`src/rtl/gf180mcu_osu_sc_gp12t3v3__rrarb4_1.sv`:
```
// Round-robin arbiter for N requesters with a bounded grant tenure and a one-cycle gap after every release.
// Defining GF180MCU_OSU_SC_ARB_LOCK_EN adds a LOCK input that suppresses the tenure timeout.
module gf180mcu_osu_sc_gp12t3v3__rrarb4_1 #(
    parameter int N        = 4,
    parameter int HOLD_MAX = 15
) (
    input  logic                 CLK,
    input  logic                 RST,
    input  logic [N-1:0]         REQ,
    input  logic                 DONE,
`ifdef GF180MCU_OSU_SC_ARB_LOCK_EN
    input  logic                 LOCK,
`endif
    output logic [N-1:0]         GNT,
    output logic [$clog2(N)-1:0] GID,
    output logic                 BUSY,
    output logic                 TIMEOUT
);
    localparam int IW    = $clog2(N);
    localparam int CNT_W = (HOLD_MAX > 0) ? $clog2(HOLD_MAX + 1) : 1;
    localparam logic [CNT_W-1:0] CNT_LAST = CNT_W'((HOLD_MAX > 0) ? HOLD_MAX - 1 : 0);

    typedef enum logic {
        IDLE  = 1'b0,
        GRANT = 1'b1
    } state_t;

    state_t           state_reg, state_next;
    logic [N-1:0]     gnt_reg, gnt_next;
    logic [IW-1:0]    gid_reg, gid_next;
    logic             busy_reg, busy_next;
    logic             timeout_reg, timeout_next;
    logic [CNT_W-1:0] cnt_reg, cnt_next;
    logic [IW-1:0]    ptr_reg, ptr_next;

    logic [N-1:0]     rot;
    logic [IW-1:0]    win_off;
    logic [IW-1:0]    win_idx;
    logic [N-1:0]     win_onehot;
    logic             lock;
    logic             req_held;
    logic             at_last;
    logic             tmo_hit;

`ifdef GF180MCU_OSU_SC_ARB_LOCK_EN
    assign lock = LOCK;
`else
    assign lock = 1'b0;
`endif

    // rot[k] is the request of the requester k+1 places after the pointer.
    generate
        for (genvar gi = 0; gi < N; gi++) begin : g_rot
            assign rot[gi] = REQ[IW'((int'(ptr_reg) + 1 + gi) % N)];
        end
    endgenerate

    always_comb begin
        win_off = '0;
        for (int i = N - 1; i >= 0; i--) begin
            if (rot[i]) begin
                win_off = IW'(i);
            end
        end
    end

    assign win_idx = IW'((int'(ptr_reg) + 1 + int'(win_off)) % N);

    generate
        for (genvar gi = 0; gi < N; gi++) begin : g_onehot
            assign win_onehot[gi] = (win_idx == IW'(gi));
        end
    endgenerate

    assign req_held = REQ[gid_reg];
    assign at_last  = (HOLD_MAX > 0) && (cnt_reg == CNT_LAST);
    assign tmo_hit  = at_last && !lock;

    always_comb begin
        state_next   = state_reg;
        gnt_next     = gnt_reg;
        gid_next     = gid_reg;
        busy_next    = busy_reg;
        timeout_next = 1'b0;
        cnt_next     = cnt_reg;
        ptr_next     = ptr_reg;
        case (state_reg)
            IDLE: begin
                if (|REQ) begin
                    state_next = GRANT;
                    gnt_next   = win_onehot;
                    gid_next   = win_idx;
                    busy_next  = 1'b1;
                    cnt_next   = '0;
                end
            end
            GRANT: begin
                // A DONE or dropped request wins over a coincident timeout.
                if (DONE || !req_held || tmo_hit) begin
                    state_next   = IDLE;
                    gnt_next     = '0;
                    busy_next    = 1'b0;
                    ptr_next     = gid_reg;
                    cnt_next     = '0;
                    timeout_next = !DONE && req_held;
                end else if (!at_last) begin
                    cnt_next = cnt_reg + CNT_W'(1);
                end
            end
            default: state_next = IDLE;
        endcase
    end

    always_ff @(posedge CLK) begin
        if (RST) begin
            state_reg   <= IDLE;
            gnt_reg     <= '0;
            gid_reg     <= '0;
            busy_reg    <= 1'b0;
            timeout_reg <= 1'b0;
            cnt_reg     <= '0;
            ptr_reg     <= IW'(N - 1);
        end else begin
            state_reg   <= state_next;
            gnt_reg     <= gnt_next;
            gid_reg     <= gid_next;
            busy_reg    <= busy_next;
            timeout_reg <= timeout_next;
            cnt_reg     <= cnt_next;
            ptr_reg     <= ptr_next;
        end
    end

    assign GNT     = gnt_reg;
    assign GID     = gid_reg;
    assign BUSY    = busy_reg;
    assign TIMEOUT = timeout_reg;
endmodule

```
`config.mk`:
```
export PLATFORM = sky130hd
export DESIGN_NAME = gf180mcu_osu_sc_gp12t3v3__rrarb4_1
export DESIGN_NICKNAME = d
export VERILOG_FILES = /design/src/rtl/gf180mcu_osu_sc_gp12t3v3__rrarb4_1.sv
export SDC_FILE = /design/constraint.sdc
export NUM_CORES = 1
export LEC_CHECK = 0
export ABC_AREA = 0
export ABC_CLOCK_PERIOD_IN_PS = 2600
export BUFFER_PORTS_ARGS = -buffer_cell sky130_fd_sc_hd__clkbuf_2
export CAP_MARGIN = 20
export CELL_PAD_IN_SITES_DETAIL_PLACEMENT = 0
export CELL_PAD_IN_SITES_GLOBAL_PLACEMENT = 1
export CORE_ASPECT_RATIO = 1.4
export CORE_MARGIN = 2
export CORE_UTILIZATION = 29
export CTS_BUF_LIST = sky130_fd_sc_hd__clkbuf_2
export DETAILED_ROUTE_END_ITERATION = 8
export PLACE_DENSITY = 0.61
export SLEW_MARGIN = 20
export SYNTH_ARGS = -nofsm -noshare
export SYNTH_HDL_FRONTEND = slang
export SYNTH_SLANG_ARGS = --single-unit
```
`constraint.sdc`:
```
create_clock -name CLK -period 2.6 [get_ports CLK]
set_input_delay 0.13 -clock CLK [delete_from_list [all_inputs] [get_ports CLK]]
set_output_delay 0.13 -clock CLK [all_outputs]
set_load 0.1 [all_outputs]
```
==> impl_results.rst <==
.. list-table::
   :header-rows: 1

   * - Metric
     - Value
   * - Result of the run
     - complete, no violations
   * - Boundary Pins
     - 15
   * - Congestion Overflow GR
     - 0
   * - Core area
     - 0.002878 sq mm
   * - Average wire per cell in the routed design
     - 12.25 microns
   * - Arr. time, crit path
     - approximately 2300 ps
   * - Vias in the first global route
     - 722
   * - Fin crit period
     - between 2000 and 2500 ps
   * - Worst clock skew on the final layout
     - ~13 ps
   * - Post-synthesis area per instance
     - about 9 sq um
   * - Ant diodes
     - 0
   * - Count of placed standard cells in the final layout, fillers left out
     - 149
   * - Setup tns final
     - 0 ps
   * - Final core area utilization
     - 0.3417
   * - Setup crit start kind
     - register
   * - Cell area after synthesis
     - 878.3 sq um
   * - Post-synth top area cell
     - dfxtp_1
   * - Vias/cell
     - between 4 and 5
   * - Clock root buffer
     - clkbuf_2
   * - Pwr Total
     - 804.9 uW
   * - Gp weighted congestion
     - roughly 0.74
   * - Number of endpoints failing setup at the final stage
     - 0
   * - Most frequently used flop master after synthesis
     - dfxtp_1
   * - Buffers inserted during post-CTS setup optimization
     - 0
   * - Clock-pin slew reported for the worst setup and hold paths after clock tree synthesis
     - 150 ps
   * - Count of routing violations after the opening detailed-route iteration
     - 15
   * - Global-route wire length before repair
     - 3111 microns
   * - CTS HTree Levels
     - 1
   * - Number of violations of the max-capacitance limit
     - 0
   * - Post-route antenna net violation count
     - 0
   * - Sequential element share of the synthesized area
     - 0.3419
   * - Area share of the largest cell type after synthesis
     - 0.3419
   * - Sort of element at the end of the critical path
     - register
   * - PortBufs
     - 14
   * - Number of clock sinks seen by CTS
     - 15
   * - Area occupied by registers
     - 300.3 sq um
   * - Share of layout cells above drive strength 1
     - 0.2411
   * - CTS tree
     - done
   * - Headroom to the max-slew limit
     - 0.6388
   * - Worst Reg2Reg Path Length in Cells
     - 7
   * - Count of vias placed by the detailed router
     - 740
   * - Cell types occupying the most area after synthesis
     - dfxtp_1 (34%), nor2_1 (6.4%), ha_1 (4.3%), mux2i_1 (3.4%), nand3_1 (2.8%)
   * - Number of detailed-routing iterations run before antenna repair
     - 4
   * - GR Util All Layers
     - 0.1140
   * - Clock latency on the worst-skew pair
     - 280 ps
   * - Horizontal die dimension
     - 50.51 microns
   * - Peak Freq
     - 0.4645 GHz
   * - Final number of hold-violating endpoints
     - 0
   * - Most frequent cells after synthesis
     - dfxtp_1 (15), nor2_1 (15), nand3_1 (5)
   * - Slew at the pin closest to its max-slew limit
     - 544.1 ps
   * - Max Slew Vio Count
     - 0
   * - Drc violations
     - 0
   * - Overall die area
     - 0.003491 sq mm
   * - Reg-to-reg critical path endpoint
     - GNT[0]
   * - Count of filler cells inserted in the layout
     - 322
   * - Worst Hold Path EP
     - cnt_reg[0]
   * - Largest net degree at the start of global routing
     - 16
   * - Leak
     - 0.3967 nW
   * - Origin of the worst setup path
     - ptr_reg[0]
   * - Depth of the worst hold-timing path
     - 2
   * - Initial antenna violation count
     - 0
   * - Required arrival time at the worst endpoint
     - 2790 ps
   * - Net count reported at finish
     - 123
   * - Post-CTS Resized
     - 0
   * - Maximum root-to-sink buffer count
     - 2
   * - Power per Cell Area
     - 818.4 mW/mm^2
   * - Gate count of the mapped netlist
     - 98
   * - Cts bufs inserted
     - 3
   * - Library cells used by synthesis
     - 43
   * - Hold path start
     - RST
   * - Placed Cells
     - approximately 150
   * - Critical path start-end classification
     - reg -> reg
   * - Unrepaired setup endpoints after global routing
     - false
   * - Reg-to-reg slack, setup
     - 450 ps
   * - Post-synth EDFFs
     - 0
   * - Async set or reset register ratio after synthesis
     - 0
   * - Starting density of the core
     - 0.3052
   * - Layout Area Growth over Synthesis
     - 11.97%
   * - Vert. Die Dim
     - 69.12 microns
   * - Highest fanout seen on the critical path
     - 7
   * - Final worst-path cycle share
     - 0.8280
   * - Type of the most critical hold path
     - in -> reg
   * - Number of warnings issued by yosys
     - 0
   * - Std-Cell Rows
     - 23
   * - Sum of routed wire length over all layers
     - 1825 microns
   * - Start of the worst register-to-register path
     - ptr_reg[0]
   * - Synthesized net count
     - 108
   * - Area used by multi-input combinational logic
     - 535.5 sq um
   * - Detailed placer's ending HPWL
     - between 1000 and 1500 microns
   * - Flops & latches, synth
     - 15
   * - Max IR drop VDD
     - approximately 380 uV
   * - Count of hold-fix buffers inserted at cts
     - 0
-- metrics by stage --
step,setup slack (ps),hold WS (ps),area (sq um)
detailed placement,456.5,443.8,963.4
finish,447.2,217.3,983.4
global route,232.9,207.4,983.4
global placement,503.7,437.3,963.4
CTS,425.9,194.2,983.4
floorplan,502.0,341.4,878.3
-- power breakdown --
group	switching (mW)	internal, mW	leakage, nW
Combinational	0.288	0.107	0.257
Clock	0.0710	0.0408	0.0166
Sequential	0.0344	0.264	0.123
Total	0.393	0.412	0.397
-- worst max path at each step --
stage                 end
5_1_grt            GNT[2]
3_5_place_dp       GNT[0]
3_3_place_gp       GNT[2]
6_report           GNT[0]
4_1_cts            GNT[0]
2_1_floorplan  ptr_reg[0]
-- layout make-up --
| class | instances | area share |
|---|---|---|
| Clock buffer | 4 | 0.02036 |
| Inverter | 3 | 0.01145 |
| Sequential cell | 15 | 0.3053 |
| Multi-Input combinational cell | 76 | 0.5445 |
| Tap cell | 37 | 0.04707 |
| Timing Repair Buffer | 14 | 0.07125 |
-- cells in the final DEF, fill, tap and decap left out, drive strengths merged --
| cell | count |
|---|---|
| or4 | 1 |
| nand2b | 2 |
| o311a | 1 |
| o221ai | 1 |
| clkbuf | 18 |
| o21a | 1 |
| xnor2 | 3 |
| ha | 3 |
| o32ai | 2 |
| nor4 | 1 |
| a22o | 2 |
| o2bb2ai | 2 |
| a41oi | 1 |
| nor3 | 3 |
| mux2i | 3 |
| a21boi | 1 |
| nand2 | 4 |
| a221oi | 1 |
| and3b | 2 |
| dfxtp | 15 |
| nand3 | 5 |
| a21oi | 2 |
| a211o | 1 |
| o22ai | 1 |
| o21ai | 2 |
| a31oi | 3 |
| or2 | 4 |
| nand3b | 3 |
| a32oi | 1 |
| inv | 3 |
| nor2 | 15 |
| o211ai | 1 |
| a21o | 1 |
| nor2b | 1 |
| xor2 | 1 |
| and2b | 1 |
-- routing by layer --
layer | up-vias | part of all wire | global-route usage | wire [microns]
met5 | - | 0 | 0 | 0
met4 | 0 | 0.010 | 0.06907 | 19
met3 | 2 | 0.030 | 0.01299 | 55
met2 | 18 | 0.48 | 0.1901 | 885
met1 | 331 | 0.47 | 0.1363 | 865
li1 | 389 | - | - | -
-- worst max-delay path: stages (launching register included) --
cell	delay (ps)
dfxtp_1	390
or4_2	670
o221ai_1	100
ha_1	190
xnor2_1	160
xnor2_2	180
xnor2_1	130
a22o_1	250
-- kinds of logic after synthesis --
group / share of synthesized area
AOI/OAI and AO/OA: 0.2365
xor gates and xnor gates: 0.04844
adders and majority gates: 0.04274
buffers and inverters: 0.04842
DFF: 0.3419
muxes: 0.03419
and+or+nand+nor: 0.2479
Note: power is estimated with default switching activity, not from simulation.
